**src/rtl/m_uart_rx_pkg.sv**
```systemverilog
// Shared UART definitions: default bit period and receiver state encodings.
package m_uart_rx_pkg;

  // Clocks per bit period shared by the UART transmitter and receiver (1 Mbaud at 50 MHz).
  localparam int UART_WCNT = 50;

  // Receiver FSM states.
  typedef enum logic [2:0] {
    RX_IDLE      = 3'd0,
    RX_START     = 3'd1,
    RX_DATA      = 3'd2,
    RX_STOP      = 3'd3,
    RX_WAIT_HIGH = 3'd4
  } rx_state_e;

  // True when the sampled line goes from high to low.
  function automatic logic is_fall(input logic prev, input logic cur);
    return prev & ~cur;
  endfunction

endpackage

```
**src/rtl/m_uart_rx_sync2.sv**
```systemverilog
// Two-flop synchroniser for an asynchronous input pin; resets to 1 (idle-high lines).
module m_sync2 (
  input  logic w_clk,
  input  logic w_rst,
  input  logic w_d,
  output logic r_q
);

  logic meta_r;

  // Two-stage capture of the asynchronous pin, both stages preset to the idle level.
  always_ff @(posedge w_clk or posedge w_rst) begin
    if (w_rst) begin
      meta_r <= 1'b1;
      r_q    <= 1'b1;
    end else begin
      meta_r <= w_d;
      r_q    <= meta_r;
    end
  end

endmodule

```
**src/rtl/m_uart_rx.sv**
```systemverilog
// 8N1 UART receiver: start-edge detect, mid-bit sampling, one-entry valid/ready
// holding register and sticky frame-error / overrun flags.
module m_uart_rx
  import m_uart_rx_pkg::*;
#(
  parameter int WCNT = UART_WCNT
) (
  input  logic       w_clk,
  input  logic       w_rst,
  input  logic       w_rx,
  input  logic       w_ready,
  input  logic       w_clr,
  output logic [7:0] r_data,
  output logic       r_valid,
  output logic       r_frame_err,
  output logic       r_overrun
);

  localparam int CW = $clog2(WCNT) + 1;
  // The counter restarts at 0 the cycle after each event, so the terminal
  // count is one less than the distance to the next sample point.
  localparam logic [CW-1:0] HALF_M1 = CW'(WCNT / 2 - 1);
  localparam logic [CW-1:0] FULL_M1 = CW'(WCNT - 1);
  localparam logic [CW-1:0] CNT_ONE = CW'(1);
  localparam logic [CW-1:0] CNT_ZERO = CW'(0);

  rx_state_e   state_r;
  logic [CW-1:0] cnt_r;
  logic [2:0]  bit_r;
  logic [7:0]  shift_r;
  logic        prev_r;
  logic        rx_s;

  logic        fall_s;
  logic        half_hit_s;
  logic        full_hit_s;
  logic        hs_s;
  logic        stop_ok_s;
  logic        stop_bad_s;
  logic        load_s;
  logic        ovr_set_s;

  m_sync2 u_sync (
    .w_clk (w_clk),
    .w_rst (w_rst),
    .w_d   (w_rx),
    .r_q   (rx_s)
  );

  // Previous synchronised sample, used for falling-edge detection.
  always_ff @(posedge w_clk or posedge w_rst) begin
    if (w_rst) begin
      prev_r <= 1'b1;
    end else begin
      prev_r <= rx_s;
    end
  end

  // Sample-point decodes and delivery decisions for the current cycle.
  always_comb begin
    fall_s     = is_fall(prev_r, rx_s);
    half_hit_s = (cnt_r == HALF_M1);
    full_hit_s = (cnt_r == FULL_M1);
    hs_s       = r_valid & w_ready;
    stop_ok_s  = (state_r == RX_STOP) && full_hit_s && rx_s;
    stop_bad_s = (state_r == RX_STOP) && full_hit_s && !rx_s;
    // A full register that is being drained this cycle can take the new byte.
    load_s     = stop_ok_s && (!r_valid || w_ready);
    ovr_set_s  = stop_ok_s && r_valid && !w_ready;
  end

  // Receive FSM: bit timing, data shifting and framing.
  always_ff @(posedge w_clk or posedge w_rst) begin
    if (w_rst) begin
      state_r <= RX_IDLE;
      cnt_r   <= CNT_ZERO;
      bit_r   <= 3'd0;
      shift_r <= 8'd0;
    end else begin
      case (state_r)
        RX_IDLE: begin
          cnt_r <= CNT_ZERO;
          bit_r <= 3'd0;
          if (fall_s) begin
            state_r <= RX_START;
          end
        end
        RX_START: begin
          if (half_hit_s) begin
            cnt_r   <= CNT_ZERO;
            // A line back high at mid-start is a glitch, not a frame.
            state_r <= rx_s ? RX_IDLE : RX_DATA;
          end else begin
            cnt_r <= cnt_r + CNT_ONE;
          end
        end
        RX_DATA: begin
          if (full_hit_s) begin
            cnt_r   <= CNT_ZERO;
            shift_r <= {rx_s, shift_r[7:1]};
            bit_r   <= bit_r + 3'd1;
            if (bit_r == 3'd7) begin
              state_r <= RX_STOP;
            end
          end else begin
            cnt_r <= cnt_r + CNT_ONE;
          end
        end
        RX_STOP: begin
          if (full_hit_s) begin
            cnt_r   <= CNT_ZERO;
            // Returning to IDLE at mid-stop lets a back-to-back start edge be seen.
            state_r <= rx_s ? RX_IDLE : RX_WAIT_HIGH;
          end else begin
            cnt_r <= cnt_r + CNT_ONE;
          end
        end
        RX_WAIT_HIGH: begin
          cnt_r <= CNT_ZERO;
          // Hold off through a break so it yields a single error.
          if (rx_s) begin
            state_r <= RX_IDLE;
          end
        end
        default: begin
          state_r <= RX_IDLE;
          cnt_r   <= CNT_ZERO;
        end
      endcase
    end
  end

  // Holding register and sticky error flags; a set event beats a clear.
  always_ff @(posedge w_clk or posedge w_rst) begin
    if (w_rst) begin
      r_data      <= 8'd0;
      r_valid     <= 1'b0;
      r_frame_err <= 1'b0;
      r_overrun   <= 1'b0;
    end else begin
      if (load_s) begin
        r_data  <= shift_r;
        r_valid <= 1'b1;
      end else if (hs_s) begin
        r_valid <= 1'b0;
      end else begin
        r_valid <= r_valid;
      end

      if (stop_bad_s) begin
        r_frame_err <= 1'b1;
      end else if (w_clr) begin
        r_frame_err <= 1'b0;
      end else begin
        r_frame_err <= r_frame_err;
      end

      if (ovr_set_s) begin
        r_overrun <= 1'b1;
      end else if (w_clr) begin
        r_overrun <= 1'b0;
      end else begin
        r_overrun <= r_overrun;
      end
    end
  end

endmodule

```
**config.mk**
```make
export PLATFORM = sky130hd
export DESIGN_NAME = m_uart_rx
export DESIGN_NICKNAME = d
export VERILOG_FILES = /design/src/rtl/m_uart_rx_pkg.sv /design/src/rtl/m_uart_rx_sync2.sv /design/src/rtl/m_uart_rx.sv
export SDC_FILE = /design/constraint.sdc
export NUM_CORES = 1
export LEC_CHECK = 0
export CORE_ASPECT_RATIO = 1.75
export CORE_MARGIN = 2
export CORE_UTILIZATION = 55
export CTS_CLUSTER_DIAMETER = 30
export CTS_CLUSTER_SIZE = 28
export DETAILED_ROUTE_END_ITERATION = 8
export PLACE_DENSITY = 0.8
export SYNTH_ARGS = -nofsm -noshare
export SYNTH_HDL_FRONTEND = slang
export SYNTH_SLANG_ARGS = --single-unit
```
**constraint.sdc**
```tcl
create_clock -name w_clk -period 3.25 [get_ports w_clk]
set_clock_uncertainty 0.05 [all_clocks]
set_input_delay 0.65 -clock w_clk [delete_from_list [all_inputs] [get_ports w_clk]]
set_output_delay 0.65 -clock w_clk [all_outputs]
set_load 0.005 [all_outputs]
```
# --- Word level (Yosys, flattened, before mapping) ---
# Index checks and enable logic that the tools add are counted.
# W data, S select, Z words.
totals:
  romBits: 0
  in_bits: 5
  output_inout_bits: 11
  memories: 0
  word_cells: 67
  reg_bits: 35
  ram_bits: 0
  latch_bits: 0
classes:
  n_addsub: 2
  mux: 19
  n_mul: 0
  shifts: 0
  div_mod_pow: 0
  eq_ne: 13
  bitwise: 3
  n_reduce_logical: 19
  n_lt_le_gt_ge: 0
ops:
  columns: ["operator", "count"]
  rows:
  - ["$mux W3", 8]
  - ["$pmux W3 S5", 1]
  - ["$mux W7", 2]
  - ["$pmux W7 S2", 1]
  - ["$ne A2 B2 Y1 const B", 5]
  - ["$reduce_bool A2 Y1", 4]
  - ["$add A7 B1 Y7 const B", 1]
  - ["$eq A7 B5 Y1 const B", 1]
  - ["$eq A7 B6 Y1 const B", 1]
  - ["$eq A3 B2 Y1 const B", 2]
  - ["$eq A3 B3 Y1 const B", 2]
  - ["$logic_and A1 B1 Y1", 6]
  - ["$pmux W3 S2", 1]
  - ["$reduce_and A6 Y1", 1]
  - ["$mux W1", 5]
  - ["$reduce_and A2 Y1", 2]
  - ["$add A3 B1 Y3 const B", 1]
  - ["$eq A3 B1 Y1 const B", 1]
  - ["$logic_not A1 Y1", 3]
  - ["$logic_not A3 Y1", 1]
  - ["$and A1 B1 Y1", 2]
  - ["$mux W2", 1]
  - ["$ne A2 B1 Y1 const B", 1]
  - ["$reduce_or A2 Y1", 1]
  - ["other kinds (2)", 2]

# --- Depth between registers and ports, before layout ---
depth:
  depth_word: 6
  depth_mapped: 8
  depth_no_buf: 6

# --- Modules after synthesis ---
# A second synthesis with hierarchy kept.
unflattened:
  cells_unflattened: 130
  area_unflattened_um2: 1590.3
by_module_without_submodules:
  columns: ["module", "cells_per_inst", "seq_area_each_um2", "area_per_inst_um2", "instances"]
  rows:
  - ["m_uart_rx", 127, 827.0, 1534.0, 1]
  - ["m_sync2", 3, 52.6, 56.3, 1]

# --- Worst setup path after synthesis ---
# No wires, ideal clock.
synth_path:
  path_type: "reg2reg"
  startpoint: "reg cnt_r[1]"
  endpoint: "reg r_data[0]"
  arrival_ns: 2.286
  required_time_ns: 3.075
  period_less_slack_ns: 2.461
  setup_ns: 0.125
  slack_ns: 0.789
  stages_incl_launch_ff: 9
  n_path_buf: 2
  cell_sequence: "dfrtp_1 > inv_1 > ha_1 > or4b_4 > or2_1 > buf_6 > or4_4 > buf_6 > mux2_4"
synth_via:
  elab_chain_cells: 4
synth_rtl:
  columns: ["item", "line", "source"]
  rows:
  - ["start, declared", "m_uart_rx.sv:28", "logic [CW-1:0] cnt_r;"]
  - ["start signal, assigned", "m_uart_rx.sv:94", "cnt_r <= cnt_r + CNT_ONE;"]
  - ["start signal, assigned", "m_uart_rx.sv:106", "cnt_r <= cnt_r + CNT_ONE;"]
  - ["start signal, assigned", "m_uart_rx.sv:115", "cnt_r <= cnt_r + CNT_ONE;"]
  - ["$eq A7 B6 Y1", "m_uart_rx.sv:63", "full_hit_s = (cnt_r == FULL_M1);"]
  - ["$logic_and A1 B1 Y1 (2 in a row)", "m_uart_rx.sv:65", "stop_ok_s = (state_r == RX_STOP) && full_hit_s && rx_s;"]
  - ["$logic_and A1 B1 Y1", "m_uart_rx.sv:68", "load_s = stop_ok_s && (!r_valid || w_ready);"]
  - ["end signal, assigned", "m_uart_rx.sv:142", "r_data <= shift_r;"]
  - ["end, declared", "m_uart_rx.sv:13", "output logic [7:0] r_data,"]
# No other way between the ends.
# A chain may end at the register's enable or synchronous reset.

# --- Final worst setup path ---
layout_path:
  startpoint: "reg cnt_r[1]"
  endpoint: "reg r_data[1]"
# The elaborated chain is that of the path after synthesis.

==> results.py <==
metrics = {
    "layout": {
        "antenna_cells": 0,
        "drive_gt1_frac": 0.221,
        "nets": 158,
        "fin_util": 0.656,
        "syn2layout_area_growth_pct": 16.9,
    },
    "setup_path": {
        "start_kind": "flip-flop",
        "ff2ff_setup_slack_ns": 0.71,
        "crit_slowest_cell": "or4_4",
        "reg2reg_to": "r_data[1]$_DFFE_PP0P_",
        "cp.depth": 6,
        "timing.rr.start": "cnt_r[1]$_DFF_PP0_",
        "crit_type": "flip-flop to flip-flop",
        "worst-r2r-cell-count": 6,
        "cpLargestDelayFamily": "simple AND/OR/NAND/NOR gates",
        "max_stage_delay_ns": 0.61,
        "critical_path_buf_inv_count": 1,
        "end_kind": "flip-flop",
        "arrival_ns": 2.67,
        "path_cells": "inv_1 > ha_1 > or4b_4 > or2_1 > or4_4 > mux2_4",
        "crit_fanout": 8,
        "required_ns": 3.37,
    },
    "yosys": {
        "ys_seq_area_frac": 0.548,
        "synth_area_per_cell_um2": 12.4,
        "yosysWarningCount": 0,
        "ys_ff_latch": 35,
        "synth_top_area_frac": 0.498,
        "synth_area_leaders": "dfrtp_1 50%, mux2_4 7.5%, mux2_2 5.6%",
        "syn_nets": 140,
        "synthCells": 130,
        "ys_async_sr_fraction": 1.00,
        "synth_edf_count": 0,
        "synth_area_mm2": 0.00161,
        "synthFlopType": "dfrtp_1",
        "yosys.area.top_type": "dfrtp_1",
        "synth_cell_type_count": 32,
    },
    "cts": {
        "cts_tree": "done",
        "cts_hold_buffers": 0,
        "cts_resized": 0,
        "numCtsBuffers": 5,
        "cts_setup_buffers": 0,
        "clock_latency_ns": 0.29,
        "clockRootBuffer": "clkbuf_8",
        "clkTransAtPathRegs_ns": 0.07,
        "htreeDepth": 2,
        "clock_path_buffers": 2,
        "clock_sinks": 35,
    },
    "die": {
        "fp.coreArea_mm2": 0.00286,
        "core.rowCount": 26,
        "die_h_um": 75.5,
        "start_util": 0.561,
        "io_pins": 16,
        "dieArea_mm2": 0.00339,
        "die_w_um": 44.9,
    },
    "global_routing": {
        "grt.busiest_layer": "met2",
        "antenna_found_initial": 0,
        "use_met1": 0.175,
        "grt_pass1_wl_um": 4730,
        "grt_usage": 0.203,
        "grt_pass1_vias": 1104,
        "use_met2": 0.356,
        "grtUsageMet3": 0.0735,
        "overflow": 0,
        "grt_max_degree": 36,
    },
    "sta": {
        "timing.final.crit_period_ns": 2.54,
        "setup_viol": 0,
        "fmax_ghz": 0.393,
        "worst_pin_slew_ns": 0.542,
        "slew_viol_final": 0,
        "finalCritPeriodShare": 0.782,
        "finalSetupTns_ns": 0,
        "fin_ws_ns": 0.708,
        "relSlewSlack": 0.636,
        "rsz0062_at_grt": "false",
        "hold_violations": 0,
    },
    "place": {
        "dp_hpwl_um": 2080,
        "gp_congestion": 0.802,
        "port_buffers": 15,
        "pre_cts_slack_ns": 0.729,
    },
    "pwr": {
        "finalPower_mw": 1.11,
        "power-per-cell-area_mw_per_mm2": 591,
        "ir_worst_vdd_uv": 417,
        "leakage_nw": 0.892,
    },
    "routing": {
        "ant_nets": 0,
        "avgRoutedWirePerCell_um": 15.9,
        "drc": 0,
        "viasPerCell": 5.95,
        "first_iter_violations": 23,
        "dr.pass1.iters": 4,
        "via_count": 1054,
        "drt_wl_total_um": 2820,
    },
    "job": {
        "drv_cap": 0,
    },
    "hold_path": {
        "hold_depth": 0,
        "min_path_type": "flip-flop to flip-flop",
        "holdPathEnd": "u_sync.r_q$_DFF_PP1_",
        "hp-start": "u_sync.meta_r$_DFF_PP1_",
    },
    "outcome": {
        "status": "finished, final reports clean",
    },
}
[registers in the layout, indices dropped and copies added, names as in the netlist]
register,count
u_sync.r_q,1
bit_r,3
r_overrun,1
r_frame_err,1
r_valid,1
r_data,8
prev_r,1
state_r,3
cnt_r,7
u_sync.meta_r,1
shift_r,8
[per-layer routing]
layer / vias up / share of wire
met2: 29 / 0.56
met1: 520 / 0.36
li1: 491 / -
met5: - / 0
met4: 0 / 0.044
met3: 14 / 0.035
[worst register-to-register path, cell delays in order (launching register included)]
cell,delay [ns]
dfrtp_1,0.42
inv_1,0.10
ha_1,0.15
or4b_4,0.46
or2_1,0.30
or4_4,0.61
mux2_4,0.33
[area by class of cell]
type	instances	area, um2
Multi-Input combinational cell	83	667
Tap cell	28	35.0
Clock inverter	3	43.8
Clock buffer	5	68.8
Fill cell	220	985
Timing Repair Buffer	16	158
Inverter	7	26.3
Sequential cell	35	880
[cell families (layout without fill, tap and decap cells)]
group | count (synthesis) | after routing | share of synthesized area
fa+ha+maj | 5 | 5 | 0.0389
mux | 16 | 16 | 0.131
buf+inv | 12 | 31 | 0.0374
flops | 35 | 35 | 0.548
simple gates | 40 | 40 | 0.150
compound gates | 17 | 17 | 0.0677
xor+xnor | 5 | 5 | 0.0273
[cells in the mapped netlist (4+ instances only)]
cell type,n
dfrtp_1,32
ha_1,5
inv_1,7
mux2_2,8
mux2_4,8
nand2_1,4
nand3_1,9
nor2_1,11
o21ai_0,5
[layout by cell type, fill, tap and decap left out, drive strengths merged, types with 2 or more instances in the layout]
cell type,instances
a21boi,2
a21o,2
a21oi,3
clkbuf,5
clkdlybuf4s50,15
clkinv,2
dfrtp,32
dfstp,3
ha,5
inv,7
mux2,16
nand2,4
nand2b,2
nand3,9
nand4,3
nand4b,2
nor2,11
o21ai,5
o22ai,2
o311ai,2
or4b,2
xnor2,2
xor2,3
[through the flow]
step                hold slack (ns)  cell area [um2]  std cells
global placement              0.297             1770        169
floorplan                     0.295             1610        130
finish                        0.313             1880        177
detailed placement            0.300             1770        169
global route                  0.317             1880        177
CTS                           0.314             1880        177
[where the power goes]
part	internal, mW	switching, mW
Sequential	0.476	0.0731
Clock	0.228	0.161
Combinational	0.0785	0.0931
[worst max-delay path by stage]
stage,start,end,slack (ns)
floorplan,cnt_r[1]$_DFF_PP0_,r_data[0]$_DFFE_PP0P_,0.79
global placement,cnt_r[1]$_DFF_PP0_,r_data[5]$_DFFE_PP0P_,0.81
detailed placement,cnt_r[1]$_DFF_PP0_,r_data[1]$_DFFE_PP0P_,0.73
CTS,cnt_r[1]$_DFF_PP0_,r_data[1]$_DFFE_PP0P_,0.71
global route,cnt_r[0]$_DFF_PP0_,r_data[1]$_DFFE_PP0P_,0.65
finish,cnt_r[1]$_DFF_PP0_,r_data[1]$_DFFE_PP0P_,0.71
No activity file was read; power rests on OpenSTA's default activity.
